## src/rtl/eth_tx_pkg.sv

```systemverilog
// eth_tx_pkg
// Shared definitions for the Ethernet TX framer: FSM state encoding, line
// constants (preamble/SFD), CRC-32 constants and the byte-wide reflected
// CRC-32 update used by eth_crc32_d8.
package eth_tx_pkg;

    typedef enum logic [2:0] {
        ST_IDLE,
        ST_PREAMBLE,
        ST_SFD,
        ST_DATA,
        ST_PAD,
        ST_FCS,
        ST_IFG
    } tx_state_t;

    localparam logic [7:0]  ETH_PREAMBLE_BYTE = 8'h55;
    localparam logic [7:0]  ETH_SFD_BYTE      = 8'hD5;

    localparam logic [31:0] CRC32_POLY_REFL   = 32'hEDB88320;
    localparam logic [31:0] CRC32_INIT        = 32'hFFFFFFFF;
    localparam logic [31:0] CRC32_RESIDUE     = 32'hDEBB20E3;

    localparam int          CNT_W             = 11;

    // One byte of LSB-first CRC-32, eight serial steps unrolled.
    function automatic logic [31:0] crc32_next(input logic [31:0] crc,
                                               input logic [7:0]  data);
        logic [31:0] c;
        c = crc ^ {24'h000000, data};
        for (int i = 0; i < 8; i++) begin
            c = c[0] ? ((c >> 1) ^ CRC32_POLY_REFL) : (c >> 1);
        end
        return c;
    endfunction

endpackage

```

## src/rtl/eth_crc32_d8.sv

```systemverilog
// eth_crc32_d8
// Byte-wide CRC-32 register (no final XOR applied on the output).
// Ports:
//   clk   - clock, rising edge
//   rst   - synchronous active-high reset, loads CRC32_INIT
//   init  - synchronous re-seed to CRC32_INIT (wins over en)
//   en    - fold data into the running CRC this cycle
//   data  - byte to fold in
//   crc   - running CRC register value
module eth_crc32_d8
    import eth_tx_pkg::*;
(
    input  logic        clk,
    input  logic        rst,
    input  logic        init,
    input  logic        en,
    input  logic [7:0]  data,
    output logic [31:0] crc
);

    always_ff @(posedge clk) begin
        if (rst || init) begin
            crc <= CRC32_INIT;
        end else if (en) begin
            crc <= crc32_next(crc, data);
        end
    end

endmodule

```

## src/rtl/eth_tx_framer.sv

```systemverilog
// eth_tx_framer
// Wraps a MAC payload stream into a GMII frame: preamble, SFD, data,
// zero padding up to MIN_FRAME, 4-byte FCS, then an inter-frame gap.
// Ports:
//   clk, rst          - clock and synchronous active-high reset
//   mac_data_i        - payload byte from the TX mux
//   mac_valid_i       - held high for the whole frame; low ends the frame
//   mac_ack_o         - payload byte consumed this cycle (combinational)
//   gmii_txd_o        - registered line byte
//   gmii_tx_en_o      - registered line byte valid
//   busy_o            - framer is not idle
//   frame_done_o      - one-cycle strobe alongside the last FCS byte
//
// state       | meaning
// ------------+---------------------------------------------------------
// ST_IDLE     | waiting for mac_valid_i; first preamble byte loaded on exit
// ST_PREAMBLE | loading the remaining PREAMBLE_LEN-1 preamble bytes
// ST_SFD      | loading the start-of-frame delimiter
// ST_DATA     | acking payload bytes; on valid low loads first pad/FCS byte
// ST_PAD      | loading zero pad until MIN_FRAME, then the first FCS byte
// ST_FCS      | loading FCS bytes 1..3, strobe done with the last one
// ST_IFG      | line idle for IFG_BYTES cycles
//
// The state names the byte being loaded into the line register, so each
// line byte appears one cycle after the state that produced it. The two
// boundary states (IDLE, DATA) also load the first byte of the following
// state so that the line never bubbles.
module eth_tx_framer
    import eth_tx_pkg::*;
#(
    parameter int MIN_FRAME    = 60,
    parameter int IFG_BYTES    = 12,
    parameter int PREAMBLE_LEN = 7
) (
    input  logic       clk,
    input  logic       rst,
    input  logic [7:0] mac_data_i,
    input  logic       mac_valid_i,
    output logic       mac_ack_o,
    output logic [7:0] gmii_txd_o,
    output logic       gmii_tx_en_o,
    output logic       busy_o,
    output logic       frame_done_o
);

    tx_state_t          state;
    tx_state_t          state_next;

    logic [CNT_W-1:0]   byte_cnt;
    logic [7:0]         tmr;
    logic [1:0]         fcs_idx;
    logic [31:0]        crc;
    logic [31:0]        fcs_word;
    logic [7:0]         fcs_byte;
    logic               pad_needed;

    logic               data_ack_tx;
    logic               emit_en;
    logic [7:0]         emit_byte;
    logic               crc_en;
    logic               fcs_emit;
    logic               done_next;

    assign fcs_word   = ~crc;
    assign pad_needed = byte_cnt < CNT_W'(MIN_FRAME);

    always_comb begin
        unique case (fcs_idx)
            2'd0:    fcs_byte = fcs_word[7:0];
            2'd1:    fcs_byte = fcs_word[15:8];
            2'd2:    fcs_byte = fcs_word[23:16];
            default: fcs_byte = fcs_word[31:24];
        endcase
    end

    // State register
    always_ff @(posedge clk) begin
        if (rst) begin
            state <= ST_IDLE;
        end else begin
            state <= state_next;
        end
    end

    // Next-state logic
    always_comb begin
        state_next = state;
        unique case (state)
            ST_IDLE: begin
                if (mac_valid_i) begin
                    state_next = (PREAMBLE_LEN > 1) ? ST_PREAMBLE : ST_SFD;
                end
            end
            ST_PREAMBLE: begin
                if (tmr == 8'd1) begin
                    state_next = ST_SFD;
                end
            end
            ST_SFD: begin
                state_next = ST_DATA;
            end
            ST_DATA: begin
                if (!mac_valid_i) begin
                    state_next = pad_needed ? ST_PAD : ST_FCS;
                end
            end
            ST_PAD: begin
                if (!pad_needed) begin
                    state_next = ST_FCS;
                end
            end
            ST_FCS: begin
                if (fcs_idx == 2'd3) begin
                    state_next = ST_IFG;
                end
            end
            ST_IFG: begin
                if (tmr == 8'd0) begin
                    state_next = ST_IDLE;
                end
            end
            default: state_next = ST_IDLE;
        endcase
    end

    // Output decode: what gets loaded into the line register this cycle
    always_comb begin
        data_ack_tx = 1'b0;
        emit_en     = 1'b0;
        emit_byte   = 8'h00;
        crc_en      = 1'b0;
        fcs_emit    = 1'b0;
        done_next   = 1'b0;
        unique case (state)
            ST_IDLE: begin
                if (mac_valid_i) begin
                    emit_en   = 1'b1;
                    emit_byte = ETH_PREAMBLE_BYTE;
                end
            end
            ST_PREAMBLE: begin
                emit_en   = 1'b1;
                emit_byte = ETH_PREAMBLE_BYTE;
            end
            ST_SFD: begin
                emit_en   = 1'b1;
                emit_byte = ETH_SFD_BYTE;
            end
            ST_DATA, ST_PAD: begin
                emit_en = 1'b1;
                if (state == ST_DATA && mac_valid_i) begin
                    data_ack_tx = 1'b1;
                    emit_byte   = mac_data_i;
                    crc_en      = 1'b1;
                end else if (pad_needed) begin
                    emit_byte = 8'h00;
                    crc_en    = 1'b1;
                end else begin
                    emit_byte = fcs_byte;
                    fcs_emit  = 1'b1;
                end
            end
            ST_FCS: begin
                emit_en   = 1'b1;
                emit_byte = fcs_byte;
                fcs_emit  = 1'b1;
                done_next = (fcs_idx == 2'd3);
            end
            default: ;
        endcase
    end

    assign mac_ack_o = data_ack_tx;
    assign busy_o    = (state != ST_IDLE);

    // Counters and registered line outputs
    always_ff @(posedge clk) begin
        if (rst) begin
            byte_cnt     <= '0;
            tmr          <= 8'd0;
            fcs_idx      <= 2'd0;
            gmii_txd_o   <= 8'h00;
            gmii_tx_en_o <= 1'b0;
            frame_done_o <= 1'b0;
        end else begin
            gmii_txd_o   <= emit_byte;
            gmii_tx_en_o <= emit_en;
            frame_done_o <= done_next;

            // Saturates so very long frames are never mistaken for short ones.
            if (state == ST_IDLE) begin
                byte_cnt <= '0;
            end else if (crc_en && byte_cnt != {CNT_W{1'b1}}) begin
                byte_cnt <= byte_cnt + 1'b1;
            end

            // Wraps back to 0 after the fourth FCS byte.
            if (state == ST_IDLE) begin
                fcs_idx <= 2'd0;
            end else if (fcs_emit) begin
                fcs_idx <= fcs_idx + 2'd1;
            end

            unique case (state)
                ST_IDLE: begin
                    if (mac_valid_i) begin
                        tmr <= 8'(PREAMBLE_LEN - 1);
                    end
                end
                ST_PREAMBLE: begin
                    tmr <= tmr - 8'd1;
                end
                ST_FCS: begin
                    if (fcs_idx == 2'd3) begin
                        tmr <= 8'(IFG_BYTES - 1);
                    end
                end
                ST_IFG: begin
                    if (tmr != 8'd0) begin
                        tmr <= tmr - 8'd1;
                    end
                end
                default: ;
            endcase
        end
    end

    eth_crc32_d8 u_crc (
        .clk  (clk),
        .rst  (rst),
        .init (state == ST_IDLE),
        .en   (crc_en),
        .data (emit_byte),
        .crc  (crc)
    );

endmodule

```

## config.mk

```make
export PLATFORM = sky130hd
export DESIGN_NAME = eth_tx_framer
export DESIGN_NICKNAME = d
export VERILOG_FILES = /design/src/rtl/eth_tx_pkg.sv /design/src/rtl/eth_crc32_d8.sv /design/src/rtl/eth_tx_framer.sv
export SDC_FILE = /design/constraint.sdc
export NUM_CORES = 1
export LEC_CHECK = 0
export ABC_AREA = 1
export CAP_MARGIN = 15
export CORE_UTILIZATION = 40
export CTS_CLUSTER_DIAMETER = 60
export DETAILED_ROUTE_END_ITERATION = 10
export PLACE_DENSITY = 0.59
export SYNTH_ARGS = -nofsm -noshare
export SYNTH_HDL_FRONTEND = slang
export SYNTH_SLANG_ARGS = --single-unit
```

## constraint.sdc

```tcl
create_clock -name clk -period 2.8 [get_ports clk]
set_input_delay 0.7 -clock clk [delete_from_list [all_inputs] [get_ports clk]]
set_output_delay 0.7 -clock clk [all_outputs]
set_load 0.02 [all_outputs]
```

After elaboration in Yosys (flattened, before gate mapping)
Index checks and enable logic that the tools add are counted.

Add/subtract/negate cells: 3. $mul: 0. Div/mod/pow operators: 0. Order comparisons: 1. Equality and inequality tests: 18. Shift-type cells: 0. Multiplexer cells: 35. Bitwise operators: 11. Reduce and logical (&&, ||, !) cells: 15.

Operators by type and width (number): two-way mux 32 bit (8); inverter 13 -> 14 bit (8); two-way mux 8 bit (5); one-hot mux 8 bit (5 select lines) (1); inverter 32 bit (1); one-hot mux 8 bit (4 select lines) (1); XOR 32 x 8 -> 32 bit (1); one-hot mux 8 bit (3 select lines) (1); one-hot mux 3 bit (7 select lines) (1); two-way mux 3 bit (6); inequality test 2 bit, second input constant (7); adder 11 x 1 -> 11 bit, second input constant (1); less-than comparator 11 x 6 -> 1 bit, second input constant (1); inequality test 11 bit, second input constant (1); equality test 3 bit, second input constant (3); two-way mux 1 bit (9); equality test 8 x 1 -> 1 bit, second input constant (1); logical NOT 8 bit (1); nonzero test 8 bit (1); subtractor 8 x 1 -> 8 bit, second input constant (1); two-way mux 7 bit (1); equality test 3 x 2 -> 1 bit, second input constant (2); AND reduction 6 bit (1); OR reduction 2 bit (3); 14 further kinds (17).

Flip-flop bits (word level): 66. Bits in latches: 0. Memory bits (writable): 0. Bits in read-only memories: 0. Input port bits: 11. Output and inout port bits: 12. Memories kept: 0.

Depth between registers and ports, before layout
Gate-level depths: netlist of run 1.

Depth after elaboration: 22. Gate-level depth with buffers: 21.

By module
Synthesis of run 1 repeated with hierarchy kept, for this count alone.

Cell total of the unflattened synthesis: 676. Area total of the unflattened synthesis: 4481.8 um^2.

By module, submodules not included: eth_crc32_d8 (times used 1, cells each 327, area an instance 2240.9 um^2); eth_tx_framer (times used 1, cells each 349, area an instance 2240.9 um^2).

Least setup slack after synthesis of run 1
Ideal clock, no wire load.

Path kind: in2reg. From: in mac_valid_i. To: reg u_crc.crc[22]. Setup time: 0.115 ns. Arrival: 2.060 ns. Data required time: 2.685 ns. Path slack: 0.626 ns. Cell stages on the path: 14. Path buffers: 2. Cell sequence: nand3_2 -> inv_2 -> buf_6 -> a21oi_1 -> nand3_2 -> nand2_4 -> buf_8 -> nand2_2 -> nand2_4 -> nand2_1 -> nand2_2 -> nand3_1 -> nand3_1 -> nand2_1.

Word-level cells in the longest chain between the ends: 16.

RTL lines: from (decl) (RTL line eth_tx_framer.sv:38) `input logic mac_valid_i,`; logical AND 1 bit (RTL line eth_tx_framer.sv:151) `if (state == ST_DATA && mac_valid_i) begin`; two-way mux 8 bit (RTL line eth_tx_framer.sv:151); one-hot mux 8 bit (5 select lines) (RTL line eth_tx_framer.sv:134) `unique case (state)`; XOR 32 x 8 -> 32 bit (RTL line eth_tx_pkg.sv:30) `c = crc ^ {24'h000000, data};`; two-way mux 32 bit (2 in a row) (RTL line eth_tx_pkg.sv:32) `c = c[0] ? ((c >> 1) ^ CRC32_POLY_REFL) : (c >> 1);`; inverter 13 -> 14 bit (no line); two-way mux 32 bit (RTL line eth_tx_pkg.sv:32); inverter 13 -> 14 bit (no line); two-way mux 32 bit (2 in a row) (RTL line eth_tx_pkg.sv:32); inverter 13 -> 14 bit (no line); two-way mux 32 bit (RTL line eth_tx_pkg.sv:32); inverter 13 -> 14 bit (no line); two-way mux 32 bit (2 in a row) (RTL line eth_tx_pkg.sv:32); to (signal assigned) (RTL line eth_crc32_d8.sv:25) `crc <= crc32_next(crc, data);`; to (decl) (RTL line eth_crc32_d8.sv:18) `output logic [31:0] crc`.

Several ways; a longest one is shown, not always the timed one. A chain may end at the register's enable or synchronous reset.

Final worst setup path of run 1
From: in mac_valid_i. To: reg u_crc.crc[25].

The elaborated chain is that of the path after synthesis.

==> results of run 1 <==
## worst reg2reg max path: cells and delay by family (launching register included)
family / cells / cell delay, ps
adder cells (fa/ha/maj): 1 / 230
buffers and inverters: 2 / 340
XOR/XNOR: 1 / 270
AND/OR/NAND/NOR: 8 / 890
flip-flops: 1 / 410
AO/OA/AOI/OAI: 2 / 320
## repair_timing
action,4_1_cts,5_1_grt
hold buffers,0,0
resized for setup,1,0
setup endpoints to repair,1,0
## cell families after synthesis
group                    count (synthesis)  share of synthesized area, %
AO/OA/AOI/OAI                          134                          17.0
XOR/XNOR                                22                          5.53
adder cells (fa/ha/maj)                  7                          2.00
buffers and inverters                  100                          9.59
flip-flops                              66                          30.2
AND/OR/NAND/NOR                        331                          35.7
## cell usage in the layout (no fill, tap or decap), types with 9 or more instances in the layout
cell,synthesis,layout
inv_1,67,67
buf_4,0,45
inv_2,16,16
nand2_2,22,22
a21oi_1,67,67
nand2_1,186,186
nor3_1,9,9
o21ai_0,29,29
nand2_4,9,9
xor2_1,14,14
dfxtp_1,66,66
nand3_1,58,58
clkbuf_8,0,11
clkdlybuf4s50_1,0,21
nor2_1,23,23
## cell type report
class                           instances  area (sq um)
Clock buffer                           12           155
Clock inverter                          4          50.0
Multi-Input combinational cell        494          2630
Sequential cell                        66          1320
Inverter                               84           315
Fill cell                            1092          5200
Tap cell                              136           170
Timing Repair Buffer                   70           617
## synthesized netlist by cell type, drive strengths merged
cell type	count	area share, %
o211ai	3	0.52
nand3b	2	0.34
xnor2	4	1.2
nand2	217	21
a211oi	1	0.17
o21a	8	1.4
buf	9	1.8
or2	4	0.57
a31oi	5	0.72
a21oi	68	7.9
a22oi	1	0.17
ha	7	2.0
xor2	18	4.3
inv	83	7.1
clkinv	1	0.086
nand3	64	8.0
o22ai	8	1.1
nor3b	3	0.52
clkbuf	7	0.60
nor3	9	1.0
o221ai	2	0.40
a21boi	3	0.52
nor2	29	3.3
a221oi	1	0.20
nand4	3	0.43
dfxtp	66	30
o21ai	34	3.9
## per-layer routing
metal,vias to the layer above,part of all wire (%),routed length (um)
li1,2280,-,-
met1,1996,48,5850
met2,73,46,5590
met3,12,4.7,567
met4,0,1.4,170
met5,-,0,0
## per-stage QoR
| step | instances | hold WS, ps | utilization (%) | setup WS [ps] |
|---|---|---|---|---|
| 6_report | 866 | 486 | 50.3 | 171 |
| 5_1_grt | 866 | 497 | 50.3 | 20.6 |
| 4_1_cts | 866 | 484 | 50.3 | 189 |
| 3_5_place_dp | 850 | 472 | 48.3 | -187 |
| 3_3_place_gp | 850 | 463 | 48.3 | -144 |
| 2_1_floorplan | 660 | 449 | - | 626 |
## final timing paths
kind | to | slack [ps] | depth (start not counted)
setup / recovery | u_crc.crc[25]$_SDFFE_PP1P_ | 170 | 13
setup reg to reg | u_crc.crc[25]$_SDFFE_PP1P_ | 240 | 14
hold reg to reg | byte_cnt[10]$_SDFFE_PP0P_ | 490 | 2
hold / removal | byte_cnt[10]$_SDFFE_PP0P_ | 490 | 2
## flip-flops by register name (all words and copies together), names as in the netlist
name,count
u_crc.crc,32
tmr,8
byte_cnt,11
gmii_txd_o,8
frame_done_o,1
gmii_tx_en_o,1
fcs_idx,2
state,3
## power groups by stage
| stage | Sequential, uW | Combinational (uW) | Clock [uW] |
|---|---|---|---|
| after floorplan | 1330 | 2940 | 0 |
| after global placement | 1350 | 4220 | 0 |
| after detailed placement | 1360 | 4280 | 0 |
| after CTS | 1330 | 4300 | 867 |
| after global routing | 1370 | 4820 | 909 |
| final | 1340 | 4320 | 847 |
==> qor.yml, run 1 <==
layout.nets: 743
cts_tree: "yes"
gp_congestion: 0.886
crit_path_start: "mac_valid_i"
ant_nets: 0
cp_common_cell: "nand2_1"
status: "finished clean"
die_w_um: 107
finalPower_uw: 6510
clk_latency_ps: 350
critical_path.slowest_cell: "clkdlybuf4s50_1"
tightest_slew_ps: 444
antenna_found_initial: 0
cp_top_family: "simple AND/OR/NAND/NOR gates"
drive_gt1_share_pct: 17.9
clockRootBuffer: "clkbuf_8"
fin_skew_ps: 9.99
start_util_pct: 41.8
post-route-period-util_pct: 93.9
dieArea_sq_um: 11300
rsz0062_at_grt: "false"
path_clk_slew_ps: 80
tns_ps: 0
n_antenna_cell: 0
clkPwrFrac_pct: 13.0
critPathBufInv: 3
intPower_uw: 3300
grt_use_met3_pct: 2.70
dp_hpwl_um: 9190
synth-seq-cells: 66
slowest_delay_ps: 460
cts_made_buffers: 9
post-cts-setup-buffers: 0
cp.required_ps: 3040
dr.first_iter.drc_count: 251
crit_path_max_fanout: 9
rows: 37
stdcell_area_sq_um: 5260
hold_violations: 0
relSlewSlack_pct: 70.4
p_leak_uw: 0.00245
avgRoutedWirePerCell_um: 14.1
design.core.area_sq_um: 10500
arrival_ps: 2870
p_sw_uw: 3210
peakVddDrop_uv: 449
htreeDepth: 3
startpoint_type: "primary input"
synth_cell_types: 42
swShare_pct: 49.3
fp.dieH_um: 107
synth_area_per_cell_sq_um: 6.62
grt_use_met2_pct: 38.1
hp-start: "byte_cnt[10]$_SDFFE_PP0P_"
use_met1_pct: 30.1
hold_path_class: "reg -> reg"
syn-num-nets: 678
crit_path_cell_trace: "clkdlybuf4s50_1 > nand3_2 > inv_2 > buf_4 > a21oi_1 > nand3_1 > nand2_4 > xor2_1 > nand2_1 > nand2_1 > nand2_1 > nand3_1 > nand2_1"
cp-end-kind: "flop"
ys_seq_area_share_pct: 30.2
grt_usage_pct: 22.8
setup_viol: 0
max-cap-violations: 0
drc: 0
grt_busiest_layer: "met2"
viasPerCell: 5.04
vias: 4361
ioPinCount: 23
slew_viol_final: 0
period_minus_slack_ps: 2630
synthCells: 660
cts_buffer_depth: 2
synth_warnings: 0
gr-total-overflow: 0
seqPwrFrac_pct: 20.6
power_density_nw_per_um2: 1240
grt_pass1_vias: 4178
io_buffer_count: 22
dpl_cell_area_sq_um: 5050
grt_start_max_net_pins: 37
fmax_ghz: 0.380
r2r-start: "fcs_idx[0]$_SDFFE_PP0P_"
drt-total-wl_um: 12200
grt_pass1_wl_um: 20000
crit_type: "in -> reg"
synth_area_sq_um: 4370
drt_pre_antenna_iters: 4
area_growth_pct: 20.3
power_frac_comb_pct: 66.4
clock-sinks: 66
Power figures use the tool's default switching activity.
==> inputs of run 2 (changes only) <==
--- a/config.mk
+++ b/config.mk
@@ -7,8 +7,10 @@
 export LEC_CHECK = 0
 export ABC_AREA = 1
 export CAP_MARGIN = 15
+export CORE_MARGIN = 2
 export CORE_UTILIZATION = 40
 export CTS_CLUSTER_DIAMETER = 60
+export CTS_CLUSTER_SIZE = 20
 export DETAILED_ROUTE_END_ITERATION = 10
 export PLACE_DENSITY = 0.59
 export SYNTH_ARGS = -nofsm -noshare
==> run 2 against run 1 <==
Compared with the run above: clock power decreased by 6.3%; die area increased by 3.8%; final cell count increased by 1.0%; global-route usage decreased by 1.3 points; register-to-register slack improved by 30 ps; largest power group unchanged.
==> qor.yml, run 2 (synthesis results as in run 1) <==
status: "finished clean"
clk_latency_ps: 350
startpoint_type: "primary input"
grt_pass1_wl_um: 19700
largest_reg_flops: 32
place_ws_ps: -166
dieArea_sq_um: 11800
hold_path_class: "reg -> reg"
fmax_ghz: 0.383
drt-total-wl_um: 12100
hold_violations: 0
post-route-period-util_pct: 93.4
p_leak_uw: 0.00247
ant_nets: 0
io_buffer_count: 22
crit_type: "in -> reg"
slew_viol_final: 0
final_cell_mix: "nand2_1 (186), inv_1 (67), a21oi_1 (67)"
layout.nets: 748
area_growth_pct: 20.8
tightest_slew_ps: 696
grt_start_max_net_pins: 38
cp-end-kind: "flop"
rows: 38
dp_hpwl_um: 9070
design.core.area_sq_um: 10700
vias: 4452
crit_path_max_fanout: 9
clockRootBuffer: "clkbuf_8"
arrival_ps: 2860
finalPower_uw: 6430
dpl_cell_area_sq_um: 5070
drt_pre_antenna_iters: 6
drc: 0
grt_pass1_vias: 3952
max-cap-violations: 0
die_w_um: 109
cts_tree: "yes"
post-cts-setup-buffers: 0
dr.first_iter.drc_count: 247
period_minus_slack_ps: 2610
avgRoutedWirePerCell_um: 13.8
cts_buffer_depth: 2
gr-total-overflow: 0
n_antenna_cell: 0
fin_skew_ps: 13.1
start_util_pct: 40.7
setup_slack_ps: 186
ctsHoldBuffers: 0
grt_usage_pct: 21.4
top_regs: "u_crc.crc (32), byte_cnt (11)"
viasPerCell: 5.09
path_clk_slew_ps: 80
setup_viol: 0
stdcell_area_sq_um: 5280
peakVddDrop_uv: 556
htreeDepth: 3
antenna_found_initial: 0
power_density_nw_per_um2: 1220
fill_cells: 1084
clock-sinks: 66
rsz0062_at_grt: "false"
gp_congestion: 0.889
relSlewSlack_pct: 53.5
fp.dieH_um: 109
largest-register: "u_crc.crc"
ioPinCount: 23
cts_made_buffers: 9
final_common_cell: "nand2_1"
drive_gt1_share_pct: 18.8
cp.required_ps: 3040
[run 2: cell type report]
type	instances	area [sq um]	share of cell area [%]
Clock buffer	11	151	2.87
Inverter	84	315	5.97
Multi-Input combinational cell	494	2650	50.2
Sequential cell	66	1320	25.0
Timing Repair Buffer	75	629	11.9
Clock inverter	5	37.5	0.711
Tap cell	140	175	3.32
[run 2: final timing paths]
path / from / end / slack [ps] / cells after the start
setup / recovery: mac_valid_i / u_crc.crc[4]$_SDFFE_PP1P_ / 190 / 14
hold reg to reg: byte_cnt[1]$_SDFFE_PP0P_ / byte_cnt[1]$_SDFFE_PP0P_ / 480 / 2
hold / removal: byte_cnt[1]$_SDFFE_PP0P_ / byte_cnt[1]$_SDFFE_PP0P_ / 480 / 2
setup reg to reg: fcs_idx[0]$_SDFFE_PP0P_ / u_crc.crc[1]$_SDFFE_PP1P_ / 270 / 14
[run 2: report_power, final]
part	total (uW)	internal (uW)	switching [uW]
logic	4300	1660	2640
clock network	794	373	420
registers	1340	1140	193
[run 2: worst max-delay path, cell delays in order]
cell and delay, ps:
clkdlybuf4s50_1 460, nand3_2 120, inv_2 110, buf_4 180, a21oi_1 220, nand3_1 190, nand2_4 200, buf_4 170
xor2_2 190, nand2_1 100, nand2_1 70, nand2_1 40, nand3_1 60, nand2_1 50
[run 2: repair_timing]
action,CTS,global route
gates cloned,0,0
endpoints found under the setup margin,1,2
hold endpoints to repair,0,0
gates resized for setup,1,2
[run 2: stage by stage]
stage	hold WS, ps	TNS, ps	cells	utilization, %
3_5_place_dp	470	-2800	859	47.2
3_3_place_gp	463	-2120	859	47.2
6_report	479	0	875	49.1
2_1_floorplan	449	0	660	-
5_1_grt	510	0	875	49.1
4_1_cts	482	0	875	48.9
[run 2: metal layers]
metal | track usage, % | share of wire [%] | up-vias
met4 | 6.32 | 1.7 | 0
met3 | 4.40 | 5.9 | 16
met2 | 33.4 | 43 | 108
li1 | - | - | 2295
met1 | 29.8 | 49 | 2033
met5 | 0 | 0 | -
